`src/rtl/ntt_pkg.sv`:
```
// Shared types and helpers for the NTT writeback path: state encoding, default widths
// and an address bit-reversal helper.
package ntt_pkg;

  localparam int NTT_ADDR_W = 8;
  localparam int NTT_DATA_W = 32;
  localparam int NTT_PAIR_W = 2 * NTT_ADDR_W;
  localparam int BITREV_MAX = 32;

  typedef enum logic [1:0] {
    IDLE = 2'd0,
    WR_A = 2'd1,
    WR_B = 2'd2,
    FIN  = 2'd3
  } wb_state_e;

  // Reverses the low w bits of v; bits at and above w come back as zero.
  function automatic logic [BITREV_MAX-1:0] bit_rev(input logic [BITREV_MAX-1:0] v, input int w);
    logic [BITREV_MAX-1:0] r;
    r = '0;
    for (int i = 0; i < BITREV_MAX; i++) begin
      if (i < w) r[i] = v[5'(w - 1 - i)];
    end
    return r;
  endfunction

endpackage

```
`src/rtl/ntt_addr_fifo.sv`:
```
// In-order address-pair FIFO, zero-latency head (an empty FIFO forwards the push data).
// Push while full is dropped unless a pop frees the slot in the same cycle; ovf_o flags the drop.
module ntt_addr_fifo #(
  parameter int W     = 16,
  parameter int DEPTH = 8
) (
  input  logic                       clk,
  input  logic                       rst,
  input  logic                       flush_i,
  input  logic                       push_i,
  input  logic                       pop_i,
  input  logic [W-1:0]               push_dat_i,
  output logic [W-1:0]               head_dat_o,
  output logic                       empty_o,
  output logic [$clog2(DEPTH):0]     count_o,
  output logic                       ovf_o
);
  localparam int PW = $clog2(DEPTH);

  logic [W-1:0]  mem_q [DEPTH];
  logic [PW-1:0] rd_ptr_q, wr_ptr_q;
  logic [PW:0]   cnt_q;
  logic          full, do_push, do_pop;

  assign empty_o    = (cnt_q == '0);
  assign full       = (cnt_q == (PW+1)'(DEPTH));
  assign do_push    = push_i && (!full || pop_i);
  assign do_pop     = pop_i && (!empty_o || push_i);
  assign ovf_o      = push_i && full && !pop_i;
  assign head_dat_o = empty_o ? push_dat_i : mem_q[rd_ptr_q];
  assign count_o    = cnt_q;

  // Push+pop on an empty FIFO writes a slot that both pointers then step past.
  always_ff @(posedge clk) begin
    if (do_push) mem_q[wr_ptr_q] <= push_dat_i;
  end

  always_ff @(posedge clk or posedge rst) begin
    if (rst) begin
      rd_ptr_q <= '0;
      wr_ptr_q <= '0;
      cnt_q    <= '0;
    end else if (flush_i) begin
      rd_ptr_q <= '0;
      wr_ptr_q <= '0;
      cnt_q    <= '0;
    end else begin
      if (do_push) wr_ptr_q <= wr_ptr_q + PW'(1);
      if (do_pop)  rd_ptr_q <= rd_ptr_q + PW'(1);
      case ({do_push, do_pop})
        2'b10:   cnt_q <= cnt_q + (PW+1)'(1);
        2'b01:   cnt_q <= cnt_q - (PW+1)'(1);
        default: cnt_q <= cnt_q;
      endcase
    end
  end

endmodule

```
`src/rtl/ntt_writeback_sequencer.sv`:
```
// Queues NTT operand address pairs at read issue and writes each result pair back A then B
// (accept->A 1 cycle, ->B 2 cycles); stall while the FIFO is full. NTT_WB_BITREV_EN adds bitrev.
module ntt_writeback_sequencer
  import ntt_pkg::*;
#(
  parameter int ADDR_W     = NTT_ADDR_W,
  parameter int DATA_W     = NTT_DATA_W,
  parameter int FIFO_DEPTH = 8,
  parameter int CNT_W      = 11
) (
  input  logic              clk,
  input  logic              rst,
`ifdef NTT_WB_BITREV_EN
  input  logic              bitrev,
`endif
  input  logic              start,
  input  logic [CNT_W-1:0]  n_pairs,
  input  logic              rd_issue,
  input  logic [ADDR_W-1:0] rd_addr_a,
  input  logic [ADDR_W-1:0] rd_addr_b,
  input  logic              bf_valid,
  input  logic [DATA_W-1:0] bf_a,
  input  logic [DATA_W-1:0] bf_b,
  output logic              bf_ready,
  output logic              stall,
  output logic              wr_en,
  output logic [ADDR_W-1:0] wr_addr,
  output logic [DATA_W-1:0] wr_data,
  output logic              busy,
  output logic              done,
  output logic              err
);
  localparam int PAIR_W = 2 * ADDR_W;
  localparam int FCNT_W = $clog2(FIFO_DEPTH) + 1;

  wb_state_e         state_q, state_d;
  logic              busy_q, busy_d, done_q, done_d, err_q, err_d, wr_en_q, wr_en_d;
  logic [ADDR_W-1:0] wr_addr_q, wr_addr_d, b_addr_q, b_addr_d;
  logic [DATA_W-1:0] wr_data_q, wr_data_d, b_data_q, b_data_d;
  logic [CNT_W-1:0]  n_pairs_q, n_pairs_d, cnt_q, cnt_d;

  logic              push, pop, flush, fifo_empty, fifo_ovf;
  logic [PAIR_W-1:0] head;
  logic [FCNT_W-1:0] fifo_cnt;
  logic [ADDR_W-1:0] head_a, head_b, a_wr, b_wr;

  assign push     = rd_issue && busy_q;
  assign bf_ready = (state_q == WR_A) && (!fifo_empty || push);
  assign pop      = bf_valid && bf_ready;
  assign stall    = (fifo_cnt == FCNT_W'(FIFO_DEPTH));
  assign head_a   = head[PAIR_W-1:ADDR_W];
  assign head_b   = head[ADDR_W-1:0];

  ntt_addr_fifo #(.W(PAIR_W), .DEPTH(FIFO_DEPTH)) u_fifo (
    .clk       (clk),
    .rst       (rst),
    .flush_i   (flush),
    .push_i    (push),
    .pop_i     (pop),
    .push_dat_i({rd_addr_a, rd_addr_b}),
    .head_dat_o(head),
    .empty_o   (fifo_empty),
    .count_o   (fifo_cnt),
    .ovf_o     (fifo_ovf)
  );

`ifdef NTT_WB_BITREV_EN
  logic bitrev_q;
  always_ff @(posedge clk or posedge rst) begin
    if (rst) bitrev_q <= 1'b0;
    else if (state_q == IDLE && start) bitrev_q <= bitrev;
  end
  // Reversal applies only on the write side; queued addresses stay as issued.
  assign a_wr = bitrev_q ? ADDR_W'(bit_rev(BITREV_MAX'(head_a), ADDR_W)) : head_a;
  assign b_wr = bitrev_q ? ADDR_W'(bit_rev(BITREV_MAX'(b_addr_q), ADDR_W)) : b_addr_q;
`else
  assign a_wr = head_a;
  assign b_wr = b_addr_q;
`endif

  always_comb begin
    state_d   = state_q;
    busy_d    = busy_q;
    done_d    = 1'b0;
    err_d     = err_q;
    wr_en_d   = 1'b0;
    wr_addr_d = wr_addr_q;
    wr_data_d = wr_data_q;
    b_addr_d  = b_addr_q;
    b_data_d  = b_data_q;
    n_pairs_d = n_pairs_q;
    cnt_d     = cnt_q;
    flush     = 1'b0;
    case (state_q)
      IDLE: begin
        if (start) begin
          n_pairs_d = n_pairs;
          err_d     = 1'b0;
          busy_d    = 1'b1;
          cnt_d     = '0;
          state_d   = (n_pairs == '0) ? FIN : WR_A;
        end
      end
      WR_A: begin
        if (pop) begin
          b_addr_d  = head_b;
          b_data_d  = bf_b;
          wr_en_d   = 1'b1;
          wr_addr_d = a_wr;
          wr_data_d = bf_a;
          state_d   = WR_B;
        end else if (bf_valid && fifo_empty && !push) begin
          err_d = 1'b1;
        end
      end
      WR_B: begin
        wr_en_d   = 1'b1;
        wr_addr_d = b_wr;
        wr_data_d = b_data_q;
        cnt_d     = cnt_q + CNT_W'(1);
        state_d   = (cnt_q + CNT_W'(1) == n_pairs_q) ? FIN : WR_A;
      end
      FIN: begin
        done_d  = 1'b1;
        busy_d  = 1'b0;
        flush   = 1'b1;
        state_d = IDLE;
      end
      default: state_d = IDLE;
    endcase
    if (fifo_ovf) err_d = 1'b1;
  end

  always_ff @(posedge clk or posedge rst) begin
    if (rst) begin
      state_q   <= IDLE;
      busy_q    <= 1'b0;
      done_q    <= 1'b0;
      err_q     <= 1'b0;
      wr_en_q   <= 1'b0;
      wr_addr_q <= '0;
      wr_data_q <= '0;
      b_addr_q  <= '0;
      b_data_q  <= '0;
      n_pairs_q <= '0;
      cnt_q     <= '0;
    end else begin
      state_q   <= state_d;
      busy_q    <= busy_d;
      done_q    <= done_d;
      err_q     <= err_d;
      wr_en_q   <= wr_en_d;
      wr_addr_q <= wr_addr_d;
      wr_data_q <= wr_data_d;
      b_addr_q  <= b_addr_d;
      b_data_q  <= b_data_d;
      n_pairs_q <= n_pairs_d;
      cnt_q     <= cnt_d;
    end
  end

  assign wr_en   = wr_en_q;
  assign wr_addr = wr_addr_q;
  assign wr_data = wr_data_q;
  assign busy    = busy_q;
  assign done    = done_q;
  assign err     = err_q;

endmodule
```
`config.mk`:
```
export PLATFORM = sky130hd
export DESIGN_NAME = ntt_writeback_sequencer
export DESIGN_NICKNAME = d
export VERILOG_FILES = /design/src/rtl/ntt_pkg.sv /design/src/rtl/ntt_addr_fifo.sv /design/src/rtl/ntt_writeback_sequencer.sv
export SDC_FILE = /design/constraint.sdc
export NUM_CORES = 1
export LEC_CHECK = 0
export CORE_UTILIZATION = 42
export CTS_BUF_LIST = sky130_fd_sc_hd__clkbuf_8 sky130_fd_sc_hd__clkbuf_16
export CTS_CLUSTER_DIAMETER = 50
export DETAILED_ROUTE_END_ITERATION = 8
export SETUP_SLACK_MARGIN = 0.1
export SLEW_MARGIN = 20
export SYNTH_ARGS = -nofsm -noshare
export SYNTH_HDL_FRONTEND = slang
export SYNTH_SLANG_ARGS = --single-unit
```
`constraint.sdc`:
```
create_clock -name clk -period 6.9 [get_ports clk]
set_input_delay 2.07 -clock clk [delete_from_list [all_inputs] [get_ports clk]]
set_output_delay 2.07 -clock clk [all_outputs]
set_load 0.1 [all_outputs]
```
==> results of run 1 <==
layout by cell type, fill, tap and decap left out, types with 2 or more instances in the layout:
cell and instances:
mux4_2 32, bufinv_16 2, edfxtp_1 128, ha_1 8, nor2_2 2, buf_4 16, and2_1 3, clkbuf_16 28
dfrtp_2 2, and3_2 3, nor3b_2 2, xor2_1 9, a21oi_1 36, inv_1 10, nor3_2 3, a211oi_1 9
nand2_1 156, a21boi_0 2, nand3_1 5, o311ai_0 3, and3_1 3, o21ai_0 61, mux2i_1 57, inv_6 4
clkinv_2 6, o31a_1 7, clkdlybuf4s50_1 140, nor2_1 54, dfrtp_1 116, xnor2_1 12, clkbuf_8 4, nand4_1 8
clkinvlp_4 2, nor4_1 4, mux2_2 11
final timing paths:
check | startpoint | endpoint | slack (ns) | depth (start not counted)
setup / recovery | rd_issue | bf_ready | 1.54 | 4
min in group asynchronous | rst | wr_data[1] | 1.96 | 2
max in group asynchronous | rst | u_fifo.rd_ptr_q[2] | 3.89 | 3
hold reg to reg | b_data_q[25] | b_data_q[25] | 0.47 | 2
setup reg to reg | state_q[1] | u_fifo.mem_q[3][15] | 3.80 | 7
hold / removal | b_data_q[25] | b_data_q[25] | 0.47 | 2
sequential cells by signal, indices dropped and copies added (netlist names), 2 cells and up:
name and count:
u_fifo.mem_q 128, wr_addr 8, u_fifo.count_o 4, b_addr_q 8, u_fifo.rd_ptr_q 3, n_pairs_q 11
cnt_q 11, u_fifo.wr_ptr_q 3, state_q 2, b_data_q 32, wr_data 32
final cells by class:
cell class | instances | area [um2] | share of cell area, %
Tap cell | 324 | 405 | 3.04
Multi-Input combinational cell | 515 | 3640 | 27.3
Clock inverter | 20 | 180 | 1.35
Inverter | 7 | 28.8 | 0.216
Sequential cell | 246 | 6800 | 51.0
Clock buffer | 32 | 756 | 5.67
Timing Repair Buffer | 156 | 1520 | 11.4
critical path, cell delays in order:
cell and delay (ns):
clkdlybuf4s50_1 0.48, nand2_1 0.18, a21boi_0 0.24, buf_4 0.32
cells by family (layout without fill, tap and decap cells):
logic type               Yosys count  after routing  share of synthesized area [%]
buffers and inverters             58            215                           2.50
AND/OR/NAND/NOR                  255            255                           10.3
XOR/XNOR                          21             21                           1.73
AO/OA/AOI/OAI                    130            130                           7.13
multiplexers                     100            100                           13.3
adder cells (fa/ha/maj)            9              9                           1.06
flip-flops                       246            246                           63.9
through the flow:
stage	power (uW)	hold WS, ns	util, %	setup slack [ns]	std cells
floorplan	4410	0.445	-	0.394	819
global route	6930	0.491	54.2	1.47	1300
global placement	5100	0.459	50.4	1.56	1248
CTS	6640	0.478	54.2	1.53	1300
finish	6560	0.474	54.2	1.54	1300
detailed placement	5150	0.463	50.4	1.54	1248
metal layers:
layer	routed length (um)	share of wire [%]	vias to the layer above	track usage [%]
li1	-	-	3251	-
met1	11300	47	3369	27.4
met2	11200	46	158	29.7
met3	1240	5.1	33	3.60
met4	409	1.7	0	4.33
met5	0	0	-	0
power groups by stage:
stage | combinational (uW) | sequential (uW) | clock (uW)
floorplan | 1410 | 3000 | 0
global placement | 2880 | 2220 | 0
detailed placement | 2920 | 2230 | 0
CTS | 2930 | 2200 | 1510
global route | 3120 | 2250 | 1560
finish | 2890 | 2200 | 1470
==> run metrics, run 1 <==
die width=roughly 160 um; largest net degree at the start of global routing=between 70 and 80; vias in the first global route=6655; switching share of power=about 43%; Synth-to-Final Area Change=25.4%; DRT iter0 DRCs=~470; HPWL after DPL=between 15000 and 20000 um; initial antenna violation count=0; Critical Path RT=a little under 5 ns; Yosys top cell area share=between 30% and 40%; startpoint type of the worst setup path=input pin; Cells after Synth=819; Yosys cell types=just over 50; final setup TNS=0 ns; GRT Total Usage=a little under a fifth; Mapped Area=approximately 0.011 mm2; syn_area_per_cell=~13 um2; area leader, netlist=edfxtp_1; fillcell total=between 2000 and 2500; drt wl/cell=18.6 um; vias=6811; first drt pass iteration count=4; Reg power frac=33.6%; share of layout cells above drive strength 1=approximately an eighth; Root Driver=clkbuf_16; Least-Margin Pin Slew=~1.1 ns; clock share of power=around 22%; Post-CTS Repair Setup Buffers=0; placed inst area=0.0124 mm2; I/O pin total=142; Hold Path Class=reg -> reg; Period minus WS final=5.36 ns; clock-pin slew on the worst setup and hold paths=approximately 0.06 ns; Rows=57; Cell Int Power=about 3700 uW; DRT antenna net count=0; # DRC=0; PwrDens=492 mW/mm2; grt ovf=0; Synth Flop Type=edfxtp_1; worst-skew pair later-pin latency=~0.54 ns; # hold bufs at CTS=0; RSZ-0062 raised after global routing=no; Num CTS Buffers=28; nets=between 1000 and 1500; CTS Sinks=around 250; Combinational Power Share=around 44%; endpoints failing hold=0; kind of critical path=in -> out; port buffer count=141; count leader, synth=nand2_1; GP Congestion=between 0.8 and 0.9; number of max-cap violations=0; relative slew slack=29.7%; first-pass GRT wire length=slightly below 40000 um; post-CTS resize count=0; H-tree Lvls=1; post-route design area=~0.013 mm2; syn nets=924; Final Cycle Share=between 70 and 80%; Synth top cells by count=157 x nand2_1, 128 x edfxtp_1, 118 x dfrtp_1; Clock Skews=just under 0.02 ns; core outline area=between 0.02 and 0.025 mm2; via/cell ratio=approximately 5.2; Initial Utilization=approximately 43%; maximum clock path buffer count=3; Leakage Power=0.00506 uW; Critical Path Sink Type=output pin; Routed WL=24200 um; final setup vio count=0; outcome=complete, no violations; YS warnings=0; fmax=around 0.19 GHz; die area=about 0.026 mm2; diode count=0; Post-synth EDFFs=around 130; Sw Pwr=roughly 2800 uW; Area contributors post-synth=edfxtp_1 36%, dfrtp_1 28%, mux4_2 6.8%, nand2_1 5.5%, mux2i_1 5.4%; fraction of registers with async set/reset=48.0%; CP arrival=3.29 ns; Die H=161 um; CTS tree=done; Final Max Tran Viols=0; VDD IR max=roughly 0.36 mV; Synth Register Bits=~250; crit path max fanout=5; sequential area share after synthesis=a little under two thirds
Note: power is estimated with default switching activity, not from simulation.
==> inputs of run 2 (changes only) <==
Clock period 6.9 ns to 5.6 ns, I/O delays scaled along.
==> run metrics, run 2 (same netlist as run 1, synthesis figures left out) <==
Die H=between 150 and 200 um; RSZ-0062 raised after global routing=no; DRT antenna net count=0; nets=~1100; die area=0.0259 mm2; relative slew slack=just over 30%; drt wl/cell=~19 um; Leakage Power=between 0.005 and 0.006 uW; vias in the first global route=a little under 7000; first drt pass iteration count=4; Critical Path Sink Type=output pin; Layout Cells excl Fill=roughly 1300; endpoints failing hold=0; Num CTS Buffers=31; outcome=complete, no violations; Hold Path Class=reg -> reg; I/O pin total=between 100 and 150; GRT Total Usage=around 19%; die width=161 um; fmax=0.219 GHz; number of max-cap violations=0; Final Util=54.5%; post-route design area=around 0.013 mm2; HPWL after DPL=15300 um; maximum clock path buffer count=3; H-tree Lvls=1; Initial Utilization=between 40 and 50%; Rows=57; Final Max Tran Viols=0; largest net degree at the start of global routing=70; Biggest register=u_fifo.mem_q; worst-skew pair later-pin latency=about 0.55 ns; CP arrival=2.89 ns; CTS Sinks=approximately 250; Critical Path RT=about 4 ns; CP peak stage delay=approximately 0.48 ns; placed inst area=0.0124 mm2; hold_ws=approximately 0.47 ns; max reg flops=128; Least-Margin Pin Slew=about 1.0 ns; startpoint type of the worst setup path=input pin; Post-CTS Repair Setup Buffers=0; Root Driver=clkbuf_16; most frequent cells in the layout=156 x nand2_1, 140 x clkdlybuf4s50_1, 128 x edfxtp_1; Period minus WS final=4.57 ns; DRT iter0 DRCs=506; PwrDens=approximately 610 mW/mm2; Routed WL=24500 um; critical path, cell by cell=clkdlybuf4s50_1 > nand2_1 > a21boi_1 > buf_4; crit path max fanout=5; # hold bufs at CTS=0; share of layout cells above drive strength 1=between 10% and 20%; commonest non-fill, non-tap cell in the layout=nand2_1; clock-pin slew on the worst setup and hold paths=roughly 0.050 ns; Clock Skews=0.0121 ns; diode count=0; placed cell count=approximately 1300; slowest library cell on the worst path=clkdlybuf4s50_1; final setup vio count=0; core outline area=~0.025 mm2; grt ovf=0; GP Congestion=0.810; vias=just under 7000; port buffer count=141; Final Cycle Share=between 80 and 90%; via/cell ratio=about 5.2; CTS tree=done; kind of critical path=in -> out; initial antenna violation count=0; post-CTS resize count=0; # DRC=0; first-pass GRT wire length=between 30000 and 40000 um; Synth-to-Final Area Change=26.1%; final setup TNS=0 ns; VDD IR max=0.470 mV
run 2: cell types whose count changed in the layout (fill, tap and decap cells not counted), sizes merged:
cell / previous run / this run
clkinvlp: 2 / 5
inv: 15 / 19
clkinv: 8 / 6
buf: 16 / 19
run 2: layout make-up:
cell class / count / area, um2
Clock buffer: 32 / 790
Clock inverter: 25 / 178
Fill cell: 2100 / 11200
Inverter: 7 / 28.8
Multi-Input combinational cell: 515 / 3640
Sequential cell: 246 / 6800
Tap cell: 324 / 405
Timing Repair Buffer: 159 / 1560
run 2: routing by layer:
metal | global-route usage, % | routed length, um | vias to the layer above
li1 | - | - | 3257
met1 | 27.9 | 11200 | 3397
met2 | 31.2 | 11700 | 164
met3 | 3.47 | 1280 | 32
met4 | 3.99 | 378 | 0
met5 | 0 | 0 | -
run 2: critical path: cells and delay by family:
family	cells	cell delay [ns]
buf+inv	2	0.80
simple gates	1	0.18
compound gates	1	0.23
run 2: worst paths after layout:
check	cells after the start	end	from	slack (ns)
setup / recovery	4	bf_ready	rd_issue	1.03
hold / removal	2	b_data_q[20]	b_data_q[20]	0.47
setup reg to reg	7	u_fifo.mem_q[3][0]	state_q[1]	2.55
hold reg to reg	2	b_data_q[20]	b_data_q[20]	0.47
max in group asynchronous	3	wr_data[26]	rst	3.15
min in group asynchronous	2	wr_data[0]	rst	1.65
run 2: power breakdown:
group          switching [uW]  total [uW]  internal, uW
Clock                     733        1840          1110
Combinational            2430        3580          1150
Sequential                314        2700          2390
run 2: per-stage QoR:
stage / power [uW] / worst slack (ns)
2_1_floorplan: 5430 / 0.611
5_1_grt: 8610 / 0.943
3_5_place_dp: 6350 / 1.06
3_3_place_gp: 6280 / 1.09
6_report: 8120 / 1.03
4_1_cts: 8220 / 1.05
==> inputs of run 3 (changes only) <==
Settings changed: PLACE_DENSITY set to 0.66.
Clock period 5.6 ns to 4.2 ns, I/O delays scaled along.
==> run metrics, run 3 (same netlist as run 1, synthesis figures left out) <==
outcome=complete, no violations; worst-skew pair later-pin latency=0.55 ns; GP Congestion=around 0.81; DRT iter0 DRCs=between 500 and 600; placed cell count=1251; commonest non-fill, non-tap cell in the layout=nand2_1; CP arrival=approximately 2.4 ns; Cell Int Power=just over 6000 uW; # DRC=0; Reg power frac=between 30% and 40%; HPWL after DPL=between 10000 and 15000 um; fmax=approximately 0.27 GHz; initial antenna violation count=0; via/cell ratio=slightly above 5; diode count=0; Layout Cells excl Fill=about 1300; maximum clock path buffer count=3; Hold Path Class=reg -> reg; R2R depth=10; Num CTS Buffers=28; grt ovf=0; Sw Pwr=between 4000 and 5000 uW; WP buf/inv=2; nets=between 1000 and 1500; worst reg2reg setup slack=around 1.6 ns; Clock Skews=between 0.02 and 0.025 ns; Critical Path Sink Type=output pin; RR Endpoint=u_fifo.count_o[3]; Routed WL=about 24000 um; GRT Total Usage=between 10% and 20%; Top delay family on crit path=buffers and inverters; kind of critical path=in -> out; post-route setup slack=between 0.5 and 0.6 ns; post-CTS resize count=0; I/O pin total=around 140; # hold bufs at CTS=0; clock share of power=a little over a fifth; Combinational Power Share=between 40 and 50%; vias in the first global route=6890; pre-CTS WS=around 0.53 ns; Synth-to-Final Area Change=25.8%; Root Driver=clkbuf_16; Die H=161 um; crit path max fanout=5; H-tree Lvls=1; final setup TNS=0 ns; endpoints failing hold=0; Period minus WS final=between 3 and 4 ns; DRT antenna net count=0; Leakage Power=around 0.005 uW; RSZ-0062 raised after global routing=no; slowest library cell on the worst path=clkdlybuf4s50_1; VDD IR max=between 0.5 and 0.6 mV; PwrDens=803 mW/mm2; Final Max Tran Viols=0; Rows=57; die width=between 150 and 200 um; startpoint type of the worst setup path=input pin; share of layout cells above drive strength 1=a little over an eighth; die area=about 0.026 mm2; CTS tree=done; most frequent cells in the layout=156 x nand2_1, 139 x clkdlybuf4s50_1, 128 x edfxtp_1; Least-Margin Pin Slew=around 1.1 ns; Initial Utilization=43.2%; clock-pin slew on the worst setup and hold paths=0.06 ns; number of max-cap violations=0; Critical Path End=bf_ready; first-pass GRT wire length=about 38000 um; core outline area=about 0.025 mm2; Final Cycle Share=around 90%; port buffer count=between 100 and 150; Post-CTS Repair Setup Buffers=0; final setup vio count=0; relative slew slack=between 20 and 30%; switching share of power=between 40 and 50%; Critical path origin=rd_issue; Biggest register=u_fifo.mem_q; drt wl/cell=between 15 and 20 um; max reg flops=128; CTS Sinks=~250; Critical Path RT=between 2 and 3 ns; critical path, cell by cell=clkdlybuf4s50_1 > nand2_1 > a21boi_1 > buf_12; RR Startpoint=state_q[1]; final total power=between 10000 and 15000 uW; Worst path depth=4; largest net degree at the start of global routing=~120; first drt pass iteration count=5; CP peak stage delay=~0.47 ns; vias=about 6700
## run 3: cell types whose count changed in the layout (fill, tap and decap cells not counted), sizes merged
cell           previous run  this run
clkinv                    6         9
buf                      19        20
clkdlybuf4s50           140       139
inv                      19        13
clkinvlp                  5         3
## run 3: through the flow
stage	instance area (um2)	util, %	hold WS [ns]
floorplan	10600	-	0.445
global placement	12500	50.6	0.458
detailed placement	12500	50.6	0.464
CTS	13400	54.3	0.477
global route	13400	54.3	0.494
finish	13400	54.3	0.472
## run 3: worst min-delay path, cell delays in order (launching register included)
cell	delay (ns)
dfrtp_1	0.34
nand2_1	0.05
nand2_1	0.06
## run 3: worst min-delay path by stage
stage / from / end / slack (ns) / depth (start not counted)
3_5_place_dp: b_data_q[1] / b_data_q[1] / 0.46 / 2
4_1_cts: b_data_q[14] / b_data_q[14] / 0.48 / 2
2_1_floorplan: b_data_q[0] / b_data_q[0] / 0.45 / 2
3_3_place_gp: b_data_q[28] / b_data_q[28] / 0.46 / 2
5_1_grt: b_data_q[24] / b_data_q[24] / 0.49 / 2
6_report: b_data_q[14] / b_data_q[14] / 0.47 / 2
## run 3: cell type report
type                       count  area, um2
clock buffer                  32        756
clock inverter                20        160
fill                        2098      11200
inverter                       7       30.0
multi-input combinational    515       3640
sequential                   246       6800
tap                          324        405
timing repair buffer         159       1580
## run 3: power by group through the flow
stage	Clock [uW]	Sequential [uW]	Combinational, uW
CTS	2410	3720	4720
floorplan	0	4930	2310
global route	2500	3800	5040
detailed placement	0	3760	4710
global placement	0	3730	4640
finish	2360	3710	4670
## run 3: layer usage
layer  track usage [%]  up-vias  part of all wire [%]
met5                 0        -                     0
met4              4.33        0                   1.6
met3              2.77       29                   4.9
met2              30.6      154                    48
met1              25.6     3285                    45
li1                  -     3249                     -
